<file path="src/rtl/instr_loader.sv">
// Run-time program loader: assembles a length-prefixed, checksummed byte stream
// into 32-bit instruction words and writes them into the instruction RAM.
module instr_loader #(
  parameter int ROM_SIZE_BIT = 6
) (
  input  logic        clk,
  input  logic        reset,
  input  logic        start,
  input  logic [7:0]  rx_data,
  input  logic        rx_valid,
  output logic        wr_en,
  output logic [31:0] wr_addr,
  output logic [31:0] wr_data,
  output logic        busy,
  output logic        cpu_hold,
  output logic        done,
  output logic        err
);

  // One extra index bit so a completely full image (2^ROM_SIZE_BIT words) is representable.
  localparam int          IDX_W    = ROM_SIZE_BIT + 1;
  localparam logic [31:0] CAPACITY = 32'd1 << ROM_SIZE_BIT;

  typedef enum logic [2:0] {
    S_IDLE,
    S_LEN_HI,
    S_LEN_LO,
    S_DATA,
    S_CSUM,
    S_DONE,
    S_ERR
  } state_t;

  state_t             state_reg, state_next;
  logic [7:0]         len_hi_reg, len_hi_next;
  logic [15:0]        len_reg, len_next;
  logic [IDX_W-1:0]   idx_reg, idx_next;
  logic [1:0]         byte_cnt_reg, byte_cnt_next;
  logic [23:0]        shift_reg, shift_next;
  logic [7:0]         sum_reg, sum_next;
  logic               wr_en_reg, wr_en_next;
  logic [31:0]        wr_addr_reg, wr_addr_next;
  logic [31:0]        wr_data_reg, wr_data_next;
  logic               busy_reg, busy_next;
  logic               hold_reg, hold_next;
  logic               done_reg, done_next;
  logic               err_reg, err_next;

  logic [IDX_W-1:0]   idx_inc;
  logic [31:0]        idx_inc_ext;
  logic [31:0]        len_ext;
  logic [31:0]        len_rx_ext;
  logic [7:0]         sum_add;

  assign idx_inc     = idx_reg + IDX_W'(1);
  assign idx_inc_ext = {{(32 - IDX_W){1'b0}}, idx_inc};
  assign len_ext     = {16'd0, len_reg};
  assign len_rx_ext  = {16'd0, len_hi_reg, rx_data};
  assign sum_add     = sum_reg + rx_data;

  always_comb begin
    state_next    = state_reg;
    len_hi_next   = len_hi_reg;
    len_next      = len_reg;
    idx_next      = idx_reg;
    byte_cnt_next = byte_cnt_reg;
    shift_next    = shift_reg;
    sum_next      = sum_reg;
    wr_en_next    = 1'b0;
    wr_addr_next  = wr_addr_reg;
    wr_data_next  = wr_data_reg;
    busy_next     = busy_reg;
    hold_next     = hold_reg;
    done_next     = done_reg;
    err_next      = err_reg;

    case (state_reg)
      S_IDLE, S_DONE, S_ERR: begin
        // A byte arriving together with start is deliberately dropped.
        if (start) begin
          state_next    = S_LEN_HI;
          idx_next      = '0;
          byte_cnt_next = 2'd0;
          sum_next      = 8'd0;
          busy_next     = 1'b1;
          hold_next     = 1'b1;
          done_next     = 1'b0;
          err_next      = 1'b0;
        end
      end

      S_LEN_HI: begin
        if (rx_valid) begin
          len_hi_next = rx_data;
          sum_next    = sum_add;
          state_next  = S_LEN_LO;
        end
      end

      S_LEN_LO: begin
        if (rx_valid) begin
          len_next = {len_hi_reg, rx_data};
          sum_next = sum_add;
          if (len_rx_ext > CAPACITY) begin
            state_next = S_ERR;
            busy_next  = 1'b0;
            hold_next  = 1'b1;
            err_next   = 1'b1;
          end else if (len_rx_ext == 32'd0) begin
            state_next = S_CSUM;
          end else begin
            state_next = S_DATA;
          end
        end
      end

      S_DATA: begin
        if (rx_valid) begin
          sum_next      = sum_add;
          shift_next    = {shift_reg[15:0], rx_data};
          byte_cnt_next = byte_cnt_reg + 2'd1;
          if (byte_cnt_reg == 2'd3) begin
            wr_en_next   = 1'b1;
            wr_data_next = {shift_reg, rx_data};
            wr_addr_next = {{(30 - IDX_W){1'b0}}, idx_reg, 2'b00};
            idx_next     = idx_inc;
            if (idx_inc_ext == len_ext) begin
              state_next = S_CSUM;
            end
          end
        end
      end

      S_CSUM: begin
        if (rx_valid) begin
          busy_next = 1'b0;
          if (rx_data == sum_reg) begin
            state_next = S_DONE;
            hold_next  = 1'b0;
            done_next  = 1'b1;
          end else begin
            // Memory may already be partially overwritten, so keep the CPU held.
            state_next = S_ERR;
            hold_next  = 1'b1;
            err_next   = 1'b1;
          end
        end
      end

      default: begin
        state_next = S_IDLE;
      end
    endcase
  end

  always_ff @(posedge clk or posedge reset) begin
    if (reset) begin
      state_reg    <= S_IDLE;
      len_hi_reg   <= 8'd0;
      len_reg      <= 16'd0;
      idx_reg      <= '0;
      byte_cnt_reg <= 2'd0;
      shift_reg    <= 24'd0;
      sum_reg      <= 8'd0;
      wr_en_reg    <= 1'b0;
      wr_addr_reg  <= 32'd0;
      wr_data_reg  <= 32'd0;
      busy_reg     <= 1'b0;
      hold_reg     <= 1'b0;
      done_reg     <= 1'b0;
      err_reg      <= 1'b0;
    end else begin
      state_reg    <= state_next;
      len_hi_reg   <= len_hi_next;
      len_reg      <= len_next;
      idx_reg      <= idx_next;
      byte_cnt_reg <= byte_cnt_next;
      shift_reg    <= shift_next;
      sum_reg      <= sum_next;
      wr_en_reg    <= wr_en_next;
      wr_addr_reg  <= wr_addr_next;
      wr_data_reg  <= wr_data_next;
      busy_reg     <= busy_next;
      hold_reg     <= hold_next;
      done_reg     <= done_next;
      err_reg      <= err_next;
    end
  end

  assign wr_en    = wr_en_reg;
  assign wr_addr  = wr_addr_reg;
  assign wr_data  = wr_data_reg;
  assign busy     = busy_reg;
  assign cpu_hold = hold_reg;
  assign done     = done_reg;
  assign err      = err_reg;

endmodule

</file>
<file path="config.mk">
export PLATFORM = sky130hd
export DESIGN_NAME = instr_loader
export DESIGN_NICKNAME = d
export VERILOG_FILES = /design/src/rtl/instr_loader.sv
export SDC_FILE = /design/constraint.sdc
export NUM_CORES = 1
export LEC_CHECK = 0
export CAP_MARGIN = 20
export CELL_PAD_IN_SITES_DETAIL_PLACEMENT = 1
export CELL_PAD_IN_SITES_GLOBAL_PLACEMENT = 1
export CORE_ASPECT_RATIO = 1.75
export CORE_MARGIN = 3
export CORE_UTILIZATION = 42
export CTS_CLUSTER_SIZE = 24
export DETAILED_ROUTE_END_ITERATION = 10
export GPL_TIMING_DRIVEN = 0
export PLACE_DENSITY_LB_ADDON = 0.3
export SYNTH_ARGS = -nofsm -noshare
export SYNTH_HDL_FRONTEND = slang
export SYNTH_SLANG_ARGS = --single-unit
</file>
<file path="constraint.sdc">
create_clock -name clk -period 4.5 [get_ports clk]
set_clock_uncertainty 0.15 [all_clocks]
set_input_delay 1.125 -clock clk [delete_from_list [all_inputs] [get_ports clk]]
set_output_delay 1.125 -clock clk [all_outputs]
set_load 0.03 [all_outputs]
</file>
==> run summary, run 1 <==
Clk root buf - clkbuf_16
Hold Path End - wr_data[26]
IO Count - 81
Resize count post-CTS - 0
Layout cells sized above 1 - 0.192
Yosys warns - 0
Detailed Place HPWL - 9.78 mm
Crit share post-route - 0.750
Worst Path Max Fanout - 6
Met3 Use GR - 0.0308
Final ANT Viol Nets - 0
Final Net Count - 625
PD cells - 537 nW/µm²
Seq/Total Area, Yosys - 0.532
FF-to-FF setup slack - 1.98 ns
Post-route total power - 3.47 mW
Crit path time final - 3.38 ns
CP required - 4.61 ns
CTS sink count - 112
Routed WL - 13.1 mm
Crit-path cells - clkdlybuf4s50_1 -> ha_1 -> inv_1 -> fa_1 -> nor2b_1 -> o21ai_0 -> a21boi_0 -> o21a_1 -> nor3_1 -> o31ai_1
Final cell count without fillers - 773
Critical path startpoint category - input port
Synth Cell Area - 5260 µm²
Tightest Pin Transition - 0.855 ns
Diodes inserted - 0
Synthesized netlist cell count - 513
Share of the synthesized area in the top cell type - 0.532
Core box area - 12100 µm²
Gr ovfl total - 0
LEAKAGE - 3.09 nW
Area leader, netlist - dfrtp_1
Max VDD drop - 0.309 mV
Setup Fix Bufs, Post-CTS - 0
Most frequent cells in the layout - nand2_1 (131), dfrtp_1 (112), clkdlybuf4s50_1 (54)
MaxCap Viol Count - 0
Initial antenna violation count - 0
Avg Vias per Cell - 5.10
Final worst slack - 1.12 ns
CP top delay family - compound AO/OA/AOI/OAI gates
DR vias - 3943
Total CTS buffers - 9
Post-synth ARST share - 1.00
DR WL/cell - 17.0 µm
Pre-antenna DRT Iters - 6
Initial drt markers - 135
Global-route wire length before repair - 21.9 mm
Site Rows - 53
Fmax - 296 MHz
Filler Cells Inserted - 1356
Slowest CP cell - clkdlybuf4s50_1
# setup viols final - 0
Buffers & Inverters on Critical Path - 2
Mapped Avg Cell Area - 10.3 µm²
Post-synth EDFFs - 0
Vias in the first global route - 4371
GR Util All Layers - 0.197
Critical path arrival - 3.48 ns
Pin count of the biggest net entering global routing - 67
R2R depth - 7
Die area - 14000 µm²
Global route hottest layer - met2
Max Transition Viols Final - 0
CP Depth - 10
Port Buffers - 54
Die height - 154 µm
M2 GR Usage - 0.376
Synth top area cells - dfrtp_1 (53%), mux2_2 (10%), nand2_1 (9.3%)
Placed cells - 757
Max reg flops - 32
Worst r2r dst - state_reg[0]
Reg2Reg Launch Point - idx_reg[0]
Crit path kind - input port to register
Die Wd - 90.6 µm
Type of the worst min-delay path - register to register
Post-CTS Hold Buffers - 0
Routability Congestion - 0.859
Commonest non-fill, non-tap cell in the layout - nand2_1
CTS H-tree lvls - 3
Post-synth top flop - dfrtp_1
Final Hold Viols - 0
Post-synthesis cell type count - 50
Max Buffers Root-to-Sink - 2
DP Worst Slack - 0.779 ns
Drt drc - 0
CP peak stage delay - 0.68 ns
RSZ-0062 raised after global routing - no
Yosys reg bits - 112
Skew-Pair Late Insertion Delay - 0.36 ns
CTS tree - done
Status - complete, no violations
Hold_ws - 0.324 ns
Hold Path Origin - wr_data[26]
Met1 Use GR - 0.211
Worst-path clk slew - 0.08 ns
Worst hold stages - 2
P&R area growth vs syn - 22.9%
Initial core utilization - 0.434
Rel. slew slack - 0.430
Worst setup EP type - register
metal layers:
metal  wire length (µm)  share of wire
met5                  0              0
met4                318          0.024
met3                405          0.031
met2               7500           0.57
met1               4900           0.37
cells in the mapped netlist, types with 5 or more instances:
cell        n
nor2b_1     6
nand2_1   131
xnor2_1    10
nand3_1    16
buf_2      16
nor3_1      8
xor2_1      5
dfrtp_1   112
ha_1        9
inv_1       9
mux2_2     49
a21oi_1    10
nand2b_1    6
nor2_1     17
o31ai_1     5
o21ai_0    23
buf_4      25
worst max path at each step:
stage	start	to	slack (ns)
2_1_floorplan	reset	busy	0.27
3_3_place_gp	reset	len_hi_reg[4]	-1.29
3_5_place_dp	rx_data[0]	sum_reg[6]	0.78
4_1_cts	rx_data[0]	sum_reg[6]	1.14
5_1_grt	rx_data[0]	sum_reg[6]	0.91
6_report	rx_data[0]	sum_reg[6]	1.12
final cells by class:
class                      instances  area, µm²  area share
tap                              165        206      0.0319
timing repair buffer              55        568      0.0878
clock inverter                     7        111      0.0172
clock buffer                       9        225      0.0348
multi-input combinational        367       2220       0.343
buffer                            48        294      0.0455
sequential                       112       2800       0.433
inverter                          10       40.0     0.00619
worst min-delay path, cell delays in order, from the launching register on:
cell and delay, ns:
dfrtp_1 0.35, nand2_1 0.05, nand2_1 0.05
cells by family after synthesis:
| family | after synthesis | share of synthesized area |
|---|---|---|
| DFF | 112 | 0.532 |
| other | 1 | 0.000712 |
| xor gates and xnor gates | 15 | 0.0250 |
| AOI/OAI and AO/OA | 65 | 0.0796 |
| and+or+nand+nor | 202 | 0.167 |
| muxes | 50 | 0.107 |
| adders and majority gates | 10 | 0.0252 |
| buffers and inverters | 58 | 0.0630 |
report_power, final:
part           switching (mW)  internal [mW]
combinational           0.580          0.513
sequential              0.197           1.28
clock                   0.394          0.503
total                    1.17           2.30
metrics by stage:
stage	setup TNS, ns	area [µm²]	utilization
floorplan	0	5350	-
global placement	-143.78	6100	0.503
finish	0	6470	0.533
global route	0	6470	0.533
CTS	0	6470	0.533
detailed placement	0	6130	0.505
Note: power is estimated with default switching activity, not from simulation.
==> run 2, diff against run 1 <==
--- a/config.mk
+++ b/config.mk
@@ -10,7 +10,7 @@
 export CELL_PAD_IN_SITES_GLOBAL_PLACEMENT = 1
 export CORE_ASPECT_RATIO = 1.75
 export CORE_MARGIN = 3
-export CORE_UTILIZATION = 42
+export CORE_UTILIZATION = 38
 export CTS_CLUSTER_SIZE = 24
 export DETAILED_ROUTE_END_ITERATION = 10
 export GPL_TIMING_DRIVEN = 0
==> constraint.sdc (replaced) <==
create_clock -name clk -period 2.85 [get_ports clk]
set_clock_uncertainty 0.15 [all_clocks]
set_input_delay 0.7125 -clock clk [delete_from_list [all_inputs] [get_ports clk]]
set_output_delay 0.7125 -clock clk [all_outputs]
set_load 0.03 [all_outputs]
==> run 2 against run 1 <==
  * First-iteration DRC count decreased by 16%
  * Flip-flop and latch count stayed put
  * Final area increased by 0.48%
==> run summary, run 2 (same netlist as run 1, synthesis figures left out) <==
FF-to-FF setup slack - 0.35 ns (-1.63 ns)
CTS H-tree lvls - 3 (unchanged)
Post-CTS Hold Buffers - 0 (unchanged)
P&R area growth vs syn - 23.5%
Gr ovfl total - 0 (unchanged)
Die area - 15400 µm² (+10%)
# setup viols final - 0 (unchanged)
Routability Congestion - 0.854 (-0.56%)
DR WL/cell - 16.7 µm (-1.9%)
Hold_ws - 0.325 ns (+0.000773 ns)
Worst Path Max Fanout - 6 (unchanged)
Final Cell Area - 6500 µm² (+0.48%)
Routed WL - 13.0 mm (-0.62%)
Rel. slew slack - 0.505 (+0.0756)
Core box area - 13500 µm² (+11%)
Post-layout util - 0.483 (-0.0499)
DR vias - 3968 (+0.63%)
Setup Fix Bufs, Post-CTS - 0 (unchanged)
Worst-path clk slew - 0.08 ns (about the same)
Diodes inserted - 0 (unchanged)
Crit-path cells - clkdlybuf4s50_1 -> ha_1 -> nor4_2 -> nand3_1 -> a21oi_1 -> o21ai_0 -> mux2_2
Avg Vias per Cell - 5.07 (-0.65%)
Hold Path End - wr_data[24]
Status - complete, no violations
CTS tree - done
R2R depth - 7 (unchanged)
Skew-Pair Late Insertion Delay - 0.35 ns (about the same)
MaxCap Viol Count - 0 (unchanged)
Crit path kind - input port to register
Max Transition Viols Final - 0 (unchanged)
Max reg flops - 32 (unchanged)
Global-route wire length before repair - 22.3 mm (+1.8%)
Met2 Routed Length - 7.37 mm (-1.7%)
Critical path arrival - 2.81 ns (-0.67 ns)
PD cells - 831 nW/µm² (+55%)
Pre-antenna DRT Iters - 4 (-2)
Detailed Place HPWL - 9.79 mm (+0.16%)
Critical path startpoint category - input port
Initial drt markers - 114 (-16%)
Setup TNS Final - 0 ns (unchanged)
Slowest CP cell - clkdlybuf4s50_1
CP peak stage delay - 0.66 ns (-0.02 ns)
Vias in the first global route - 4406 (+0.80%)
IO Count - 81 (unchanged)
Fmax - 367 MHz
Met3 WL - 340 µm (-16%)
Final Net Count - 626 (+0.16%)
CP required - 2.94 ns (-1.67 ns)
Clk root buf - clkbuf_16
Site Rows - 56 (+5.7%)
Crit path time final - 2.73 ns
Post-DP Area - 6160 µm² (+0.41%)
Max Buffers Root-to-Sink - 2 (unchanged)
Met1 wire length - 5.07 mm (+3.4%)
Type of the worst min-delay path - register to register
Worst setup EP type - register
Pin count of the biggest net entering global routing - 44 (-34%)
Hold Path Origin - shift_reg[16]
Crit share post-route - 0.956
Most frequent cells in the layout - nand2_1 (131), dfrtp_1 (112), mux2_2 (49), clkdlybuf4s50_1 (49)
Total CTS buffers - 9 (unchanged)
Die Wd - 95.0 µm (+4.8%)
Initial antenna violation count - 0 (unchanged)
Worst hold stages - 2 (unchanged)
Tightest Pin Transition - 0.740 ns (-0.115 ns)
Final ANT Viol Nets - 0 (unchanged)
Drt drc - 0 (unchanged)
Die height - 162 µm (+4.9%)
GR Util All Layers - 0.184 (-0.0131)
Max VDD drop - 0.410 mV (+32%)
CTS sink count - 112 (unchanged)
Initial core utilization - 0.391 (-0.0425)
Top routing layer in use - met4
Commonest non-fill, non-tap cell in the layout - nand2_1
Port Buffers - 54 (unchanged)
Worst r2r dst - state_reg[0]
Layout cells sized above 1 - 0.197 (+0.00461)
Reg2Reg Launch Point - idx_reg[0]
Final Hold Viols - 0 (unchanged)
LEAKAGE - 3.11 nW (+0.66%)
run 2: cell types whose count changed in the layout (fill, tap and decap cells not counted), sizes merged:
cell           before  now
clkinvlp            0    1
dlygate4sd2         0    2
buf                45   46
clkbuf             13   14
inv                14   12
clkdlybuf4s50      54   49
clkinv              1    2
bufinv              2    1
dlymetal6s2s        0    3
run 2: per-stage QoR:
step	total power, mW	instances	setup WS, ns
floorplan	3.60	537	0.539
global placement	3.94	765	-0.448
detailed placement	4.07	767	-0.529
CTS	5.41	783	0.0400
global route	5.76	783	-0.00691
finish	5.40	783	0.125
run 2: worst max-delay path by stage:
| stage | from | to | slack, ns | cells past startpoint |
|---|---|---|---|---|
| after floorplan | rx_data[2] | sum_reg[7] | 0.54 | 7 |
| after global placement | reset | wr_en | -0.45 | 2 |
| after detailed placement | rx_data[0] | sum_reg[6] | -0.53 | 10 |
| after CTS | rx_data[3] | state_reg[1] | 0.04 | 7 |
| after global routing | rx_data[5] | state_reg[1] | -0.007 | 7 |
| final | rx_data[5] | state_reg[1] | 0.12 | 7 |
run 2: repair_timing:
action / in CTS / in global routing
setup endpoints to repair: 2 / 13
hold endpoints to repair: 0 / 0
gates resized for setup: 3 / 6
run 2: worst max-delay path: cells and delay by family:
family / cells / cell delay (ns)
AO/OA/AOI/OAI: 2 / 0.25
adder cells (fa/ha/maj): 1 / 0.49
buffers and inverters: 1 / 0.66
multiplexers: 1 / 0.28
AND/OR/NAND/NOR: 2 / 0.41
run 2: metal layers:
layer  vias up  track usage
met4         0       0.0506
met2        69        0.352
li1       1864            -
met3        18       0.0246
met1      2017        0.208
met5         -            0
run 2: power breakdown:
part / total [mW] / internal (mW) / switching (mW)
clock network: 1.32 / 0.719 / 0.598
registers: 2.34 / 2.03 / 0.311
logic: 1.75 / 0.825 / 0.922
run 2: cell type report:
type / instances / area, µm²
repair buffers: 56 / 586
fillers: 1546 / 6950
clock buffers: 10 / 239
multi-input cells: 367 / 2240
clock inverters: 6 / 73.8
well taps: 174 / 218
plain buffers: 48 / 294
inverters: 10 / 41.3
flip-flops and latches: 112 / 2800
==> run 3, diff against run 2 <==
--- a/config.mk
+++ b/config.mk
@@ -15,6 +15,7 @@
 export DETAILED_ROUTE_END_ITERATION = 10
 export GPL_TIMING_DRIVEN = 0
 export PLACE_DENSITY_LB_ADDON = 0.3
+export REMOVE_ABC_BUFFERS = 1
 export SYNTH_ARGS = -nofsm -noshare
 export SYNTH_HDL_FRONTEND = slang
 export SYNTH_SLANG_ARGS = --single-unit
==> run 3 against run 2 <==
  * Die area unchanged
  * Clock-buffer cell count down 1
  * Core utilization shrank 2.1 points
  * Wire length is 9.4% lower
  * Sequential share of layout area rose by 2.0 points
  * Register-to-register slack got worse by 0.09 ns
  * Via count shrank 6.4%
  * Total power is 3.3% lower
  * Final area decreased by 4.4%
  * Largest power group unchanged
  * Highest routed layer unchanged
==> run summary, run 3 (same netlist as run 1, synthesis figures left out) <==
Global-route wire length before repair - 19.8 mm (-11%)
Fmax - 368 MHz (+0.36%)
Core box area - 13500 µm² (unchanged)
Hold_ws - 0.319 ns (-0.00555 ns)
CP required - 2.93 ns (about the same)
GR Util All Layers - 0.165 (-0.0193)
Diodes inserted - 0 (unchanged)
Filler Cells Inserted - 1537 (-0.58%)
Initial antenna violation count - 0 (unchanged)
Setup TNS Final - 0 ns (unchanged)
Max Buffers Root-to-Sink - 2 (unchanged)
Max Transition Viols Final - 0 (unchanged)
LEAKAGE - 2.90 nW (-7.0%)
Total CTS buffers - 9 (unchanged)
Worst-path clk slew - 0.08 ns (about the same)
Pre-antenna DRT Iters - 4 (unchanged)
RSZ-0062 raised after global routing - no
Skew-Pair Late Insertion Delay - 0.36 ns (about the same)
Detailed Place HPWL - 8.25 mm (-16%)
Clk root buf - clkbuf_16
Status - complete, no violations
Die Wd - 95.0 µm (unchanged)
Final cell count without fillers - 737 (-5.9%)
Vias in the first global route - 4029 (-8.6%)
Die area - 15400 µm² (unchanged)
Worst Path Max Fanout - 6 (unchanged)
DP Worst Slack - -0.518 ns (+0.0108 ns)
Post-route total power - 5.22 mW (-3.3%)
P&R area growth vs syn - 18.0%
DR vias - 3716 (-6.4%)
Final ANT Viol Nets - 0 (unchanged)
Placed cells - 721 (-6.0%)
Crit path time final - 2.72 ns (-0.00981 ns)
Commonest non-fill, non-tap cell in the layout - nand2_1
Initial core utilization - 0.391 (unchanged)
Routability Congestion - 0.791 (-7.4%)
Post-CTS Hold Buffers - 0 (unchanged)
Critical path arrival - 2.80 ns (about the same)
Final Hold Viols - 0 (unchanged)
MaxCap Viol Count - 0 (unchanged)
Drt drc - 0 (unchanged)
Tightest Pin Transition - 0.952 ns (+0.212 ns)
Worst setup EP type - register
Final worst slack - 0.135 ns (+0.00981 ns)
IO Count - 81 (unchanged)
Initial drt markers - 104 (-8.8%)
Crit share post-route - 0.953 (-0.00344)
Layout cells sized above 1 - 0.149 (-0.0478)
CTS tree - done
Routed WL - 11.8 mm (-9.4%)
Final Net Count - 580 (-7.3%)
Critical path startpoint category - input port
Most frequent cells in the layout - nand2_1 (131), dfrtp_1 (109), clkdlybuf4s50_1 (52)
Crit path kind - input port to register
Max VDD drop - 0.397 mV (-3.0%)
DR WL/cell - 16.0 µm (-3.8%)
Avg Vias per Cell - 5.04 (-0.51%)
CTS H-tree lvls - 3 (unchanged)
Site Rows - 56 (unchanged)
# setup viols final - 0 (unchanged)
PD cells - 841 nW/µm² (+1.2%)
Type of the worst min-delay path - register to register
Die height - 162 µm (unchanged)
CTS sink count - 112 (unchanged)
Area of the multi-input gates - 2240 µm² (-0.33%)
Reg area - 2810 µm² (+0.13%)
Pin count of the biggest net entering global routing - 62 (+41%)
Port Buffers - 55 (+1.9%)
Max reg flops - 32 (unchanged)
Rel. slew slack - 0.361 (-0.144)
Gr ovfl total - 0 (unchanged)
==> run 3: cell type report <==
class                           instances  share of cell area
Clock buffer                            9              0.0363
Clock inverter                          7              0.0127
Inverter                               10             0.00725
Multi-Input combinational cell        367               0.360
Sequential cell                       112               0.452
Tap cell                              174              0.0350
Timing Repair Buffer                   58              0.0969
==> run 3: layer usage <==
layer / vias up / routed length [µm] / global-route usage
met5: - / 0 / 0
met4: 0 / 187 / 0.0591
met3: 11 / 339 / 0.0255
met2: 65 / 6500 / 0.302
met1: 1869 / 4790 / 0.190
li1: 1771 / - / -
==> run 3: repair_timing <==
item | in CTS | in global routing
endpoints found under the hold margin | 0 | 0
endpoints found under the setup margin | 44 | 24
gates resized for setup | 4 | 7
pin swaps | 0 | 0
setup buffers | 0 | 0
==> run 3: worst max-delay path: stages <==
cell and delay (ns):
clkdlybuf4s50_1 0.58, ha_1 0.43, o21ai_0 0.28, o21ai_0 0.17, nand3_1 0.11, or3b_1 0.37
mux2i_1 0.13
==> run 3: worst paths after layout <==
path                               start           end  slack [ns]  cells after the start
min reg2reg                shift_reg[21]   wr_data[29]        0.32                      2
min in group asynchronous          reset   wr_data[31]        0.65                      2
max reg2reg                 state_reg[0]    idx_reg[5]        0.26                      8
max in group asynchronous          reset  state_reg[2]        1.15                      3
min                        shift_reg[21]   wr_data[29]        0.32                      2
max                           rx_data[3]    sum_reg[7]        0.13                      7
==> run 3: report_power, final <==
part           total (mW)  switching, mW  internal, mW
clock network        1.26          0.637         0.623
registers            2.43          0.395          2.03
logic                1.54          0.775         0.765
==> run 3: stage by stage <==
step	instance area, µm²	utilization
floorplan	5060	-
global placement	5830	0.433
detailed placement	5890	0.438
CTS	6200	0.461
global route	6210	0.462
finish	6210	0.462
